[config.mk]
export PLATFORM = sky130hd
export DESIGN_NAME = stream_demux
export DESIGN_NICKNAME = d
export VERILOG_FILES = /design/src/rtl/stream_demux_buf.sv /design/src/rtl/stream_demux.sv
export SDC_FILE = /design/constraint.sdc
export NUM_CORES = 1
export LEC_CHECK = 0
export ABC_AREA = 0
export CAP_MARGIN = 20
export CORE_MARGIN = 1.5
export CORE_UTILIZATION = 25
export CTS_CLUSTER_SIZE = 8
export DETAILED_ROUTE_END_ITERATION = 8
export GPL_TIMING_DRIVEN = 0
export PLACE_DENSITY = 0.5
export SYNTH_ARGS = -nofsm -noshare
export SYNTH_HDL_FRONTEND = slang
export SYNTH_HIERARCHICAL = 1
export SYNTH_SLANG_ARGS = --single-unit
export TNS_END_PERCENT = 30
[constraint.sdc]
create_clock -name clk -period 1.5 [get_ports clk]
set_input_delay 0.3 -clock clk [delete_from_list [all_inputs] [get_ports clk]]
set_output_delay 0.3 -clock clk [all_outputs]
set_load 0.1 [all_outputs]
[src/rtl/stream_demux_buf.sv]
// Single-entry pipe buffer: accepts a new message in the same cycle the held
// one drains, so one port sustains one message per cycle with registered outputs.
module stream_demux_buf #(
    parameter int p_nbits = 32
) (
    input  logic               clk,
    input  logic               reset_n,
    input  logic               enq_val,
    output logic               enq_rdy,
    input  logic [p_nbits-1:0] enq_msg,
    output logic               deq_val,
    input  logic               deq_rdy,
    output logic [p_nbits-1:0] deq_msg
);

    logic               full_q, full_d;
    logic [p_nbits-1:0] msg_q, msg_d;

    always_comb begin
        enq_rdy = ~full_q | deq_rdy;
        full_d  = full_q;
        msg_d   = msg_q;
        if (enq_val && enq_rdy) begin
            full_d = 1'b1;
            msg_d  = enq_msg;
        end else if (full_q && deq_rdy) begin
            full_d = 1'b0;
        end
    end

    // Payload is left untouched on dequeue; consumers qualify it with deq_val.
    always_ff @(posedge clk) begin
        if (!reset_n) begin
            full_q <= 1'b0;
            msg_q  <= '0;
        end else begin
            full_q <= full_d;
            msg_q  <= msg_d;
        end
    end

    assign deq_val = full_q;
    assign deq_msg = msg_q;

endmodule

[src/rtl/stream_demux.sv]
// Val/rdy demultiplexer: steers one input stream to one of p_nout buffered
// outputs by in_sel; out-of-range selects are swallowed and latch a sticky err.
module stream_demux #(
    parameter int p_nbits = 32,
    parameter int p_nout  = 4
) (
    input  logic                       clk,
    input  logic                       reset_n,
    input  logic                       in_val,
    output logic                       in_rdy,
    input  logic [p_nbits-1:0]         in_msg,
    input  logic [$clog2(p_nout)-1:0]  in_sel,
    output logic [p_nout-1:0]          out_val,
    input  logic [p_nout-1:0]          out_rdy,
    output logic [p_nout*p_nbits-1:0]  out_msg,
    output logic                       err
);

    localparam int c_sel_nbits = $clog2(p_nout);
    localparam int c_nslots    = 1 << c_sel_nbits;
    localparam logic [c_sel_nbits:0] c_nout = (c_sel_nbits+1)'(p_nout);

    logic [p_nout-1:0]   enq_val;
    logic [p_nout-1:0]   buf_rdy;
    logic [c_nslots-1:0] rdy_ext;
    logic                sel_ok;
    logic                err_q, err_d;

    assign sel_ok = ({1'b0, in_sel} < c_nout);

    // Unused select codes read as ready so bad messages drain instead of stalling.
    always_comb begin
        rdy_ext = '1;
        for (int i = 0; i < p_nout; i++) rdy_ext[i] = buf_rdy[i];
    end

    assign in_rdy = rdy_ext[in_sel];

    genvar gi;
    generate
        for (gi = 0; gi < p_nout; gi++) begin : g_port
            assign enq_val[gi] = in_val && (in_sel == c_sel_nbits'(gi));

            stream_demux_buf #(.p_nbits(p_nbits)) u_buf (
                .clk     (clk),
                .reset_n (reset_n),
                .enq_val (enq_val[gi]),
                .enq_rdy (buf_rdy[gi]),
                .enq_msg (in_msg),
                .deq_val (out_val[gi]),
                .deq_rdy (out_rdy[gi]),
                .deq_msg (out_msg[gi*p_nbits +: p_nbits])
            );
        end
    endgenerate

    always_comb begin
        err_d = err_q | (in_val & in_rdy & ~sel_ok);
    end

    always_ff @(posedge clk) begin
        if (!reset_n) err_q <= 1'b0;
        else          err_q <= err_d;
    end

    assign err = err_q;

endmodule

==> reports/qor.txt <==
synthesized area per cell - 9.43 um^2
first-pass GRT wire length - 25800 um
Crit path depth - 4
vias in the first global route - 4434
Root Driver - clkbuf_16
antenna violations before repair - 0
Warnings, synthesis - 6
Tmin final - 1.82 ns
Peak Freq - 0.550 GHz
IO Pins - 175
final instance area - 7900 um^2
mux share of post-synthesis cell area - 23.7%
gpl congestion - 0.739
Placed Instance Area - 7590 um^2
vias per cell - 4.19
register area share after synthesis - 48.1%
RSZ-0062 raised after global routing - yes
largest family of logic cells by synthesized area - multiplexers
Pwr per Cell Area - 1240 nW/um^2
area leader, netlist - dfxtp_1
via count - 4491
post-synthesis cell count - 583
largest net degree at the start of global routing - 17
CP max stage cell - mux4_2
R2R Path End - g_port[2].u_buf/deq_msg[14]$_SDFFE_PN0P_
top post-synthesis cells by area - dfxtp_1 (48%), mux2i_1 (23%), nand2_1 (17%)
Synth cell types - 17
Die ar. - 22900 um^2
GRT met1 Usage - 18.9%
worst slew pin tran - 0.612 ns
site row count - 54
port bufs - 172
layout cells sized above 1 - 26.5%
CP Cell Sequence - clkdlybuf4s50_1 -> nand2b_4 -> mux4_2 -> buf_12
cell area after synthesis - 5500 um^2
max-slew violations - 0
HPWL Detailed - 12600 um
First-pass DRT Iterations - 5
setup violators final - 1
DRC - 0
post-route setup slack - -0.318 ns
dpl cells - 1035
total track usage - 15.1%
r2r setup slk - 0.15 ns
hold path cells - 3
DIE WIDTH - 151 um
Synth Area in Adders - 0%
worst hold margin - 0.224 ns
share of the synthesized area in the top cell type - 48.1%
critical path peak fanout - 2
Initial Util - 25.4%
post-route non-filler standard cell count - 1072
max cap viols - 0
core area - 21700 um^2
Buf/Inv on CP - 2
cells on worst reg2reg path - 7
Power Total - 9.81 mW
#FFs+latches synth - 132
static leakage - 3.26 nW
CP max stage delay - 0.49 ns
worst-skew pair later-pin latency - 0.41 ns
crit end category - primary output
Synth Area in Simple Gates - 19.7%
# clock sinks - 132
Final period util - 121%
Final Net Count - 820
CTS tree - built
met2 usage - 24.5%
outcome - finished with violations
floorplan die height - 151 um
crit path capture - in_rdy
crit path DAT - 1.52 ns
hold buffers post-CTS - 0
Post-DRT Antenna Nets - 0
Compound-Gate Fraction of Synth Area - 0.546%
HP Class - input pin to flop
failing checks - setup timing
type of origin of the critical path - input pin
Setup Crit Path Kind - input pin to primary output
CTS Buf Count - 17
# diodes - 0
Area growth syn-to-layout - 43.7%
area share of xor/xnor cells in the synthesized design - 0%
Worst Path Required - 1.20 ns
GR Overflow Total - 0
FILL cells - 2229
H-Tree Level Count - 4
Fin. Hold Viols - 0
post-synth net total - 624
FF-to-FF Start - g_port[2].u_buf/deq_val$_SDFFE_PN0P_
VDD IR max - 698 uV
CP delay by family, top - buffers and inverters
First DRT Iteration DRCs - 178
Util after Layout - 36.4%
Post-Route WL - 17200 um
Max Root-Sink Buffers - 2
gr busiest metal - met2
Max-Slew Margin vs Limit - 59.2%
Reg clk slew, reported paths - 0.06 ns
CP startpoint - out_rdy[2]
DR WL/cell - 16.0 um
Max Clock Skew - 0.0119 ns
met3 Usage GRT - 5.33%
## per-stage QoR
stage | setup slack (ns) | setup TNS [ns]
CTS | -0.325 | -0.471
global placement | -1.15 | -72.24
finish | -0.318 | -0.318
global route | -0.344 | -0.344
detailed placement | -1.15 | -72.90
floorplan | -0.148 | -0.148
## placed cells by master, fill, tap and decap left out
master,count
and2_4,4
inv_4,1
buf_6,4
clkbuf_1,22
dfxtp_4,4
bufinv_16,3
nand2b_4,4
clkdlybuf4s50_1,37
inv_6,2
mux4_2,1
and3_2,1
a21boi_0,4
buf_2,6
conb_1,1
nor3b_2,1
inv_1,4
and3b_2,2
clkinv_2,3
clkbuf_4,64
clkbuf_8,1
clkinvlp_4,1
clkbuf_16,17
buf_4,76
dfxtp_1,128
clkinv_4,2
nand2_1,256
dlygate4sd2_1,2
buf_12,13
mux2i_1,128
## how the worst min path moves through the flow
stage / end / startpoint
final: g_port[2].u_buf/deq_msg[27]$_SDFFE_PN0P_ / reset_n
after floorplan: g_port[0].u_buf/deq_msg[26]$_SDFFE_PN0P_ / in_msg[26]
after detailed placement: g_port[0].u_buf/deq_msg[23]$_SDFFE_PN0P_ / g_port[0].u_buf/deq_msg[23]$_SDFFE_PN0P_
after CTS: g_port[2].u_buf/deq_msg[27]$_SDFFE_PN0P_ / reset_n
after global routing: g_port[1].u_buf/deq_msg[31]$_SDFFE_PN0P_ / reset_n
after global placement: g_port[0].u_buf/deq_msg[15]$_SDFFE_PN0P_ / g_port[0].u_buf/deq_msg[15]$_SDFFE_PN0P_
## timing repair
action	in CTS	in global routing
buffers inserted	3	2
endpoints found under the setup margin	133	95
resized for setup	735	67
## sequential cells by signal (all words and copies together), names as in the netlist
name	cells
g_port.u_buf/deq_msg	128
g_port.u_buf/deq_val	4
## worst min-delay path, stage by stage
cell	delay [ns]
buf_4	0.15
nand2_1	0.07
mux2i_1	0.06
## synthesized netlist by cell type
| library cell | number |
|---|---|
| nand2_1 | 256 |
| dfxtp_1 | 132 |
| mux2i_1 | 128 |
| clkbuf_1 | 20 |
| buf_12 | 12 |
| buf_4 | 5 |
| a21boi_0 | 4 |
| and2_4 | 4 |
| buf_2 | 4 |
| buf_6 | 4 |
| inv_1 | 4 |
| nand2b_4 | 4 |
| and3b_2 | 2 |
| and3_2 | 1 |
| conb_1 | 1 |
| mux4_2 | 1 |
| nor3b_1 | 1 |
## cells by family (layout without fill, tap and decap cells)
kind of cell | Yosys count | after routing
other | 1 | 1
buffers and inverters | 49 | 258
and+or+nand+nor | 268 | 268
DFF | 132 | 132
muxes | 129 | 129
AOI/OAI and AO/OA | 4 | 4
## metal layers
layer  share of wire, %  wire [um]  vias up
met5                  0          0        -
met4               0.68        116        0
met3                6.9       1190        8
met2                 47       8120      115
met1                 45       7740     2101
li1                   -          -     2267
## power breakdown
| group | internal [mW] | switching [mW] | leakage [nW] |
|---|---|---|---|
| registers | 3.63 | 0.0690 | 1.08 |
| logic | 0.472 | 1.36 | 1.89 |
| clock network | 2.67 | 1.62 | 0.295 |
| total | 6.77 | 3.05 | 3.26 |
## cell type report
cell class	count	area, um^2	share of cell area, %
buffer	45	418	5.29
inverter	4	15.0	0.190
tap	280	350	4.43
multi-input combinational	402	2430	30.7
timing repair buffer	177	1430	18.1
sequential	132	2660	33.6
clock buffer	20	447	5.65
clock inverter	12	154	1.95
Power figures use the tool's default switching activity.
